===== config.mk =====
export PLATFORM = sky130hd
export DESIGN_NAME = matmul_result_streamer_flat
export DESIGN_NICKNAME = d
export VERILOG_FILES = /design/src/rtl/matmul_result_streamer_if.sv /design/src/rtl/matmul_result_streamer.sv /design/src/flat_wrapper.sv
export SDC_FILE = /design/constraint.sdc
export NUM_CORES = 1
export LEC_CHECK = 0
export ABC_CLOCK_PERIOD_IN_PS = 14800
export BUFFER_PORTS_ARGS = -buffer_cell sky130_fd_sc_hd__buf_2
export CORE_MARGIN = 3
export CORE_UTILIZATION = 49
export CTS_CLUSTER_SIZE = 12
export DETAILED_ROUTE_END_ITERATION = 6
export GPL_TIMING_DRIVEN = 1
export PLACE_DENSITY = 0.77
export SETUP_SLACK_MARGIN = 0.5
export SYNTH_ARGS = -nofsm -noshare
export SYNTH_HDL_FRONTEND = slang
export SYNTH_SLANG_ARGS = --single-unit

===== constraint.sdc =====
create_clock -name clk -period 14.8 [get_ports clk]
set_input_delay 2.22 -clock clk [delete_from_list [all_inputs] [get_ports clk]]
set_output_delay 2.22 -clock clk [all_outputs]
set_load 0.01 [all_outputs]

===== src/rtl/matmul_result_streamer_if.sv =====
// Handshake bundle between the matmul result producer, the streamer and the downstream consumer.
// The master modport is the streamer's view; the slave modport drives captures and consumes the stream.
interface matmul_result_streamer_if #(
  parameter int BIT_PREC = 8,
  parameter int N        = 4
);
  localparam int RW = 2*BIT_PREC + 1;

  logic                 in_valid;
  logic signed [RW-1:0] C [N][N];
  logic                 in_ready;
  logic signed [RW-1:0] out_data;
  logic                 out_valid;
  logic                 out_ready;
  logic                 out_last;

  modport master (
    input  in_valid, C, out_ready,
    output in_ready, out_data, out_valid, out_last
  );

  modport slave (
    output in_valid, C, out_ready,
    input  in_ready, out_data, out_valid, out_last
  );
endinterface


===== src/rtl/matmul_result_streamer.sv =====
// Captures 4x4 result matrices into a two-slot ping-pong buffer and streams them row-major.
// First element is presented the cycle after capture; out_ready stalls hold data; full buffer drops with sticky overflow.
module matmul_result_streamer #(
  parameter int BIT_PREC      = 8,
  parameter int N             = 4,
  parameter int CAPTURE_DELAY = 1
) (
  input  logic                          clk,
  input  logic                          rstn,
  matmul_result_streamer_if.master      bus,
  input  logic                          clr_err,
  output logic                          overflow,
  output logic [15:0]                   frames_out
);
  localparam int RW = 2*BIT_PREC + 1;
  localparam int NE = N*N;
  localparam int IW = $clog2(NE);

  typedef enum logic {EMPTY, STREAM} state_e;

  state_e               state_q, state_d;
  logic [1:0]           count_q, count_d;
  logic                 wr_ptr_q, wr_ptr_d;
  logic                 rd_ptr_q, rd_ptr_d;
  logic [IW-1:0]        idx_q, idx_d;
  logic                 pend_q;
  logic                 overflow_q, overflow_d;
  logic [15:0]          frames_q, frames_d;
  logic signed [RW-1:0] slot_q [2][NE];

  logic cap_evt, cap_ok, xfer, final_pop;

  // With CAPTURE_DELAY=1 the strobe only arms a flag; C is sampled one edge later.
  assign cap_evt   = (CAPTURE_DELAY == 0) ? bus.in_valid : pend_q;
  assign xfer      = bus.out_valid && bus.out_ready;
  assign final_pop = xfer && (idx_q == IW'(NE-1));
  assign cap_ok    = cap_evt && ((count_q < 2'd2) || final_pop);

  assign bus.in_ready  = (count_q < 2'd2);
  assign bus.out_valid = (state_q == STREAM);
  assign bus.out_last  = (state_q == STREAM) && (idx_q == IW'(NE-1));
  assign bus.out_data  = (state_q == STREAM) ? slot_q[rd_ptr_q][idx_q] : '0;
  assign overflow      = overflow_q;
  assign frames_out    = frames_q;

  always_comb begin
    state_d    = state_q;
    count_d    = count_q;
    wr_ptr_d   = wr_ptr_q;
    rd_ptr_d   = rd_ptr_q;
    idx_d      = idx_q;
    overflow_d = overflow_q;
    frames_d   = frames_q;

    if (clr_err) overflow_d = 1'b0;
    if (cap_evt && !cap_ok) overflow_d = 1'b1;

    if (cap_ok) wr_ptr_d = ~wr_ptr_q;

    if (xfer) begin
      if (final_pop) begin
        idx_d    = '0;
        rd_ptr_d = ~rd_ptr_q;
        frames_d = frames_q + 16'd1;
      end else begin
        idx_d = idx_q + IW'(1);
      end
    end

    count_d = count_q + {1'b0, cap_ok} - {1'b0, final_pop};

    case (state_q)
      EMPTY:   if (cap_ok) state_d = STREAM;
      STREAM:  if (final_pop && (count_q == 2'd1) && !cap_ok) state_d = EMPTY;
      default: state_d = EMPTY;
    endcase
  end

  always_ff @(posedge clk or negedge rstn) begin
    if (!rstn) begin
      state_q    <= EMPTY;
      count_q    <= 2'd0;
      wr_ptr_q   <= 1'b0;
      rd_ptr_q   <= 1'b0;
      idx_q      <= '0;
      pend_q     <= 1'b0;
      overflow_q <= 1'b0;
      frames_q   <= 16'd0;
    end else begin
      state_q    <= state_d;
      count_q    <= count_d;
      wr_ptr_q   <= wr_ptr_d;
      rd_ptr_q   <= rd_ptr_d;
      idx_q      <= idx_d;
      pend_q     <= (CAPTURE_DELAY == 1) ? bus.in_valid : 1'b0;
      overflow_q <= overflow_d;
      frames_q   <= frames_d;
    end
  end

  // Payload storage carries no reset; out_data is masked while EMPTY.
  always_ff @(posedge clk) begin
    if (cap_ok) begin
      for (int i = 0; i < N; i++) begin
        for (int j = 0; j < N; j++) begin
          slot_q[wr_ptr_q][i*N+j] <= bus.C[i][j];
        end
      end
    end
  end
endmodule


===== src/flat_wrapper.sv =====
// flat-port wrapper written by rule: the top's interface ports become plain ports
module matmul_result_streamer_flat 
#(
  parameter int BIT_PREC      = 8,
  parameter int N             = 4,
  parameter int CAPTURE_DELAY = 1
)
  (clk, rstn, clr_err, overflow, frames_out, bus_in_valid, bus_C, bus_out_ready, bus_in_ready, bus_out_data, bus_out_valid, bus_out_last);
  matmul_result_streamer_if #(.BIT_PREC(BIT_PREC), .N(N)) bus_i ();
  input  logic clk;
  input  logic rstn;
  input  logic clr_err;
  output logic overflow;
  output logic [15:0] frames_out;
  input wire logic [$bits(bus_i.in_valid)-1:0] bus_in_valid;
  input wire logic [$bits(bus_i.C)-1:0] bus_C;
  input wire logic [$bits(bus_i.out_ready)-1:0] bus_out_ready;
  output wire logic [$bits(bus_i.in_ready)-1:0] bus_in_ready;
  output wire logic [$bits(bus_i.out_data)-1:0] bus_out_data;
  output wire logic [$bits(bus_i.out_valid)-1:0] bus_out_valid;
  output wire logic [$bits(bus_i.out_last)-1:0] bus_out_last;
  assign bus_i.in_valid = bus_in_valid;
  assign bus_i.C = {>>{bus_C}};
  assign bus_i.out_ready = bus_out_ready;
  assign bus_in_ready = bus_i.in_ready;
  assign bus_out_data = bus_i.out_data;
  assign bus_out_valid = bus_i.out_valid;
  assign bus_out_last = bus_i.out_last;
  matmul_result_streamer #(.BIT_PREC(BIT_PREC), .N(N), .CAPTURE_DELAY(CAPTURE_DELAY)) u_core (.clk(clk), .rstn(rstn), .bus(bus_i), .clr_err(clr_err), .overflow(overflow), .frames_out(frames_out));
endmodule

# --- Yosys cells after proc, flatten, opt, wreduce, memory -nomap -nowiden ---
# Memories as Yosys holds them, arrays and structs flattened.
# Index checks and enable logic that the tools add are counted.
op_classes:
  add_sub_neg: 4
  n_lt_le_gt_ge: 2
  n_eq_ne: 2
  muxes: 11
  bitwise: 4
  reduce_logical: 11
op_table:
  columns: ["cell", "n"]
  rows:
  - ["$bmux 17 s4", 1]
  - ["$mux 17", 3]
  - ["$add 16x1->16 const B", 1]
  - ["$logic_and 1x1->1", 7]
  - ["$ge 5x5->1 const B", 1]
  - ["$mux 1", 5]
  - ["$not 4->5", 1]
  - ["$add 4x1->4 const B", 1]
  - ["$eq 4x4->1 const B", 1]
  - ["$mux 4", 1]
  - ["$not 1->1", 3]
  - ["$add 2x1->2", 1]
  - ["$eq 2x1->1 const B", 1]
  - ["$lt 2x2->1 const B", 1]
  - ["$pmux 1 s2", 1]
  - ["$reduce_and 2->1", 1]
  - ["$reduce_bool 2->1", 1]
  - ["$sub 2x1->2", 1]
  - ["$logic_not 1->1", 1]
  - ["$logic_or 1x1->1", 1]
word_totals:
  ff_bits: 27
  ram_bits: 544
  output_inout_bits: 37
  wordCells: 43
  memories: 1
mem_list:
  columns: ["memory", "words", "width", "read_ports", "rd_clocked_by_memory_dff", "write_ports", "line", "text"]
  rows:
  - ["u_core.slot_q", 2, 272, 1, 0, 1, "matmul_result_streamer.sv:29", "logic signed [RW-1:0] slot_q [2][NE];"]

# --- Depth between registers and ports, before layout ---
depth:
  ltp_word: 8
  depth_mapped: 8
  ltp_nobuf: 5

# --- Worst setup path after synthesis ---
# OpenSTA, ideal clock, no wires.
synth_timing:
  path_kind: "input port to flip-flop"
  from: "input bus_out_ready"
  to: "memory u_core.slot_q[0][0] (netlist name) (enable)"
  setup_time_ns: 0.910
  arrival_time_ns: 13.958
  required_ns: 13.890
  path_slack_ns: -0.068
  path_stages: 4
  cell_sequence: "nand3_2 -> o21ai_0 -> nand2_1 -> nor2_1"
synth_via:
  elab_chain_cells: 6
synth_rtl:
  columns: ["item", "line", "text"]
  rows:
  - ["from (decl)", "flat_wrapper.sv:17", "input wire logic [$bits(bus_i.out_ready)-1:0] bus_out_ready;"]
  - ["$logic_and 1x1->1", "matmul_result_streamer.sv:35", "assign xfer = bus.out_valid && bus.out_ready;"]
  - ["$logic_and 1x1->1", "matmul_result_streamer.sv:36", "assign final_pop = xfer && (idx_q == IW'(NE-1));"]
  - ["$logic_or 1x1->1", "matmul_result_streamer.sv:37", "assign cap_ok = cap_evt && ((count_q < 2'd2) || final_pop);"]
  - ["$logic_and 1x1->1", "matmul_result_streamer.sv:37", null]
  - ["$mux 1", "matmul_result_streamer.sv:103", "if (cap_ok) begin"]
  - ["$mux 1 (implied by the code)", "matmul_result_streamer.sv:106", "slot_q[wr_ptr_q][i*N+j] <= bus.C[i][j];"]
  - ["to (decl)", "matmul_result_streamer.sv:29", null]
# No other way between the ends.

# --- Final worst setup path ---
layout_timing:
  from: "register u_core.idx_q[1]"
  to: "output bus_out_data[16]"
layout_via:
  elab_chain_cells: 5
layout_rtl:
  columns: ["item", "line", "text"]
  rows:
  - ["from (decl)", "matmul_result_streamer.sv:25", "logic [IW-1:0] idx_q, idx_d;"]
  - ["from (signal assigned)", "matmul_result_streamer.sv:94", "idx_q <= idx_d;"]
  - ["$not 4->5 (implied by the code)", "matmul_result_streamer.sv:42", "assign bus.out_data = (state_q == STREAM) ? slot_q[rd_ptr_q][idx_q] : '0;"]
  - ["$bmux 17 s4", "matmul_result_streamer.sv:42", null]
  - ["$mux 17 (implied by the code) (2 in a row)", "matmul_result_streamer.sv:42", null]
  - ["$mux 17", "matmul_result_streamer.sv:42", null]
  - ["to (decl)", "flat_wrapper.sv:19", "output wire logic [$bits(bus_i.out_data)-1:0] bus_out_data;"]
# No other way between the ends. The select of a mux whose other input is x is not followed.

==> results.sh <==
export IMPL_wl_per_cell_um=25.5
export IMPL_synthToLayoutAreaGrowth_pct=17.3
export IMPL_final_max_slew_violation_count=0
export IMPL_synthCells=1115
export IMPL_gp_congestion=0.792
export IMPL_p_switching_w=0.00123
export IMPL_endpoint_kind="output pin"
export IMPL_clock_path_buffers=3
export IMPL_crit_top_cell="buf_4"
export IMPL_outcome="finished clean"
export IMPL_final_layout_size_suffix_gt1_share_pct=32.9
export IMPL_grt_max_degree=80
export IMPL_critical_path_buf_inv_count=3
export IMPL_ant_nets=0
export IMPL_synth_top_area_share_pct=73.9
export IMPL_yosys_warnings=0
export IMPL_pwr_share_clk_pct=30.9
export IMPL_dpl_hpwl_um=36100
export IMPL_cts_hold_buf=0
export IMPL_vias=11900
export IMPL_tightest_slew_ns=1.21
export IMPL_synth_area_um2=22100
export IMPL_viasPerCell=5.70
export IMPL_insertion_delay_ns=0.60
export IMPL_final_nets=1726
export IMPL_intPower_w=0.00302
export IMPL_drv_cap=0
export IMPL_timing_fmax_mhz=141
export IMPL_p_sw_share_pct=29.0
export IMPL_post_cts_buffers=0
export IMPL_synth_top_area_cell="edfxtp_1"
export IMPL_period_share_pct=48.0
export IMPL_htreeDepth=2
export IMPL_synth_area_top_cells="edfxtp_1 (74%), mux2i_1 (7.7%), mux4_2 (5.3%), dfrtp_1 (3.1%), a22oi_1 (2.2%)"
export IMPL_cp_data_arrival_time_ns=4.88
export IMPL_cts_resized=0
export IMPL_port_buffer_count=313
export IMPL_first_global_vias=12100
export IMPL_die_w_um=218
export IMPL_drt_iter0_markers=1169
export IMPL_yosysMostFrequentCell="edfxtp_1"
export IMPL_crit_slowest_cell="dfrtp_4"
export IMPL_cp_depth=7
export IMPL_path_delay_family="buffers and inverters"
export IMPL_overflow=0
export IMPL_tritoncts="done"
export IMPL_final_cells=2081
export IMPL_grt_antenna_before_repair=26
export IMPL_setup_tns_ns=0
export IMPL_detail_route_wirelength_um=53000
export IMPL_synth_edf_count=544
export IMPL_path_clk_slew_ns=0.06
export IMPL_ios=314
export IMPL_placed_cells=1980
export IMPL_min_path_type="flop to flop"
export IMPL_synth_commonest_cells="edfxtp_1 (544), mux2i_1 (169), a22oi_1 (66)"
export IMPL_cts_sinks=571
export IMPL_total_leakage_power_nw=9.28
export IMPL_seq_power_share_pct=44.8
export IMPL_rsz0062_at_grt="no"
export IMPL_worstPathRequired_ns=12.58
export IMPL_hold_violations=0
export IMPL_path_class="flop to output pin"
export IMPL_grtUsageTotal_pct=22.1
export IMPL_async_flop_share_pct=4.73
export IMPL_slowest_delay_ns=0.93
export IMPL_die_height_um=218
export IMPL_reg2regPathDepth=8
export IMPL_syn_avg_cell_area_um2=19.8
export IMPL_finClkSkew_ns=0.0150
export IMPL_crit_chain="buf_4 -> buf_4 -> mux2i_1 -> a221oi_1 -> nand3_1 -> nor4_1 -> buf_2"
export IMPL_place_worst_setup_slack_ns=8.37
export IMPL_fin_util_pct=58.4
export IMPL_maxSlewHeadroom_pct=18.7
export IMPL_initial_core_util_pct=49.8
export IMPL_power_frac_comb_pct=24.3
export IMPL_fp_coreArea_um2=44400
export IMPL_cp_max_fo=61
export IMPL_p_per_area_nw_per_um2=164
export IMPL_syn_nets=1394
export IMPL_grt_pass1_wl_um=77100
export IMPL_drc=0
export IMPL_ir_worst_vdd_v=0.000118
export IMPL_postLayoutSetupSlackWorst_ns=7.70
export IMPL_start_kind="flop"
export IMPL_fin_crit_ns=7.10
export IMPL_synth_cell_types=47
export IMPL_finalSetupViolCount=0
export IMPL_drt_first_pass_iters=5
export IMPL_design_die_area_um2=47700
export IMPL_hold_depth=1
export IMPL_hold_ws_ns=0.481
export IMPL_cts_buffers=57
export IMPL_rows=77
export IMPL_root_buffer="clkbuf_16"
export IMPL_synthFlopType="edfxtp_1"
export IMPL_ys_seq_area_share_pct=77.0
export IMPL_synth_ff_latch_count=571
==> sequential cells by signal, indices dropped and copies added (netlist names) <==
register,count
u_core.slot_q,544
u_core.frames_out,16
u_core.idx_q,4
u_core.count_q,2
u_core.bus.out_valid,1
u_core.cap_evt,1
u_core.overflow,1
u_core.rd_ptr_q,1
u_core.wr_ptr_q,1
==> power by group through the flow <==
stage | registers [W] | logic [W] | clock network, W
floorplan | 0.00188 | 0.000770 | 0
global placement | 0.00194 | 0.00103 | 0
detailed placement | 0.00194 | 0.00104 | 0
CTS | 0.00191 | 0.00105 | 0.00134
global route | 0.00191 | 0.00111 | 0.00141
finish | 0.00191 | 0.00104 | 0.00131
==> per-stage QoR <==
stage	cell area [um2]	power, W
final	25900	0.00425
after global routing	25900	0.00443
after CTS	25900	0.00430
after detailed placement	24200	0.00298
after global placement	24200	0.00297
after floorplan	22100	0.00265
==> placed cells by master, fill, tap and decap left out, types with 3 or more instances in the layout <==
cell type,instances
a21oi_1,19
a221oi_1,7
a221oi_2,10
a22oi_1,66
buf_2,313
buf_4,20
clkbuf_1,13
clkbuf_16,57
clkbuf_8,3
clkinv_1,4
clkinv_2,3
dfrtp_1,25
diode_2,14
edfxtp_1,544
inv_1,3
inv_6,3
mux2i_1,169
mux4_2,52
nand2_1,15
nand3_1,22
nand4_1,6
nor2_1,19
nor3_1,4
nor4_1,16
nor4b_4,3
nor4bb_4,3
o21ai_0,4
o22ai_1,17
xnor2_1,16
xor2_1,3
==> routing by layer <==
layer  track usage, %  vias to the layer above  share of wire (%)
met3             6.28                       95                9.0
met4             5.13                       26                1.7
met2             35.5                      449                 49
li1                 -                     5263                  -
met5                0                        -               0.31
met1             30.3                     6021                 40
==> logic make-up (layout without fill, tap and decap cells) <==
group                      Yosys count  count (layout)  share of synthesized area, %
DFF                                571             571                          77.0
xor gates and xnor gates            19              19                         0.753
buffers and inverters               64             424                          1.84
muxes                              223             223                          13.1
and+or+nand+nor                    107             107                          2.84
AOI/OAI and AO/OA                  129             129                          4.43
adders and majority gates            2               2                         0.113
other                                0              14                             0
==> cell type report <==
class	instances	area, um2
Antenna cell	14	35.0
Clock buffer	73	1520
Clock inverter	14	144
Fill cell	3280	18500
Inverter	4	15.0
Multi-Input combinational cell	480	4740
Sequential cell	571	17000
Tap cell	592	741
Timing Repair Buffer	333	1720
==> path summary, 6_finish.rpt <==
check	startpoint	end	slack, ns
max	u_core.idx_q[1]	bus_out_data[16]	7.70
min	u_core.frames_out[15]	u_core.frames_out[15]	0.48
max reg2reg	u_core.idx_q[0]	u_core.slot_q[0][44]	9.80
min reg2reg	u_core.frames_out[15]	u_core.frames_out[15]	0.48
max in group asynchronous	rstn	u_core.rd_ptr_q	12.73
min in group asynchronous	rstn	u_core.frames_out[15]	1.62
Note: power is estimated with default switching activity, not from simulation.
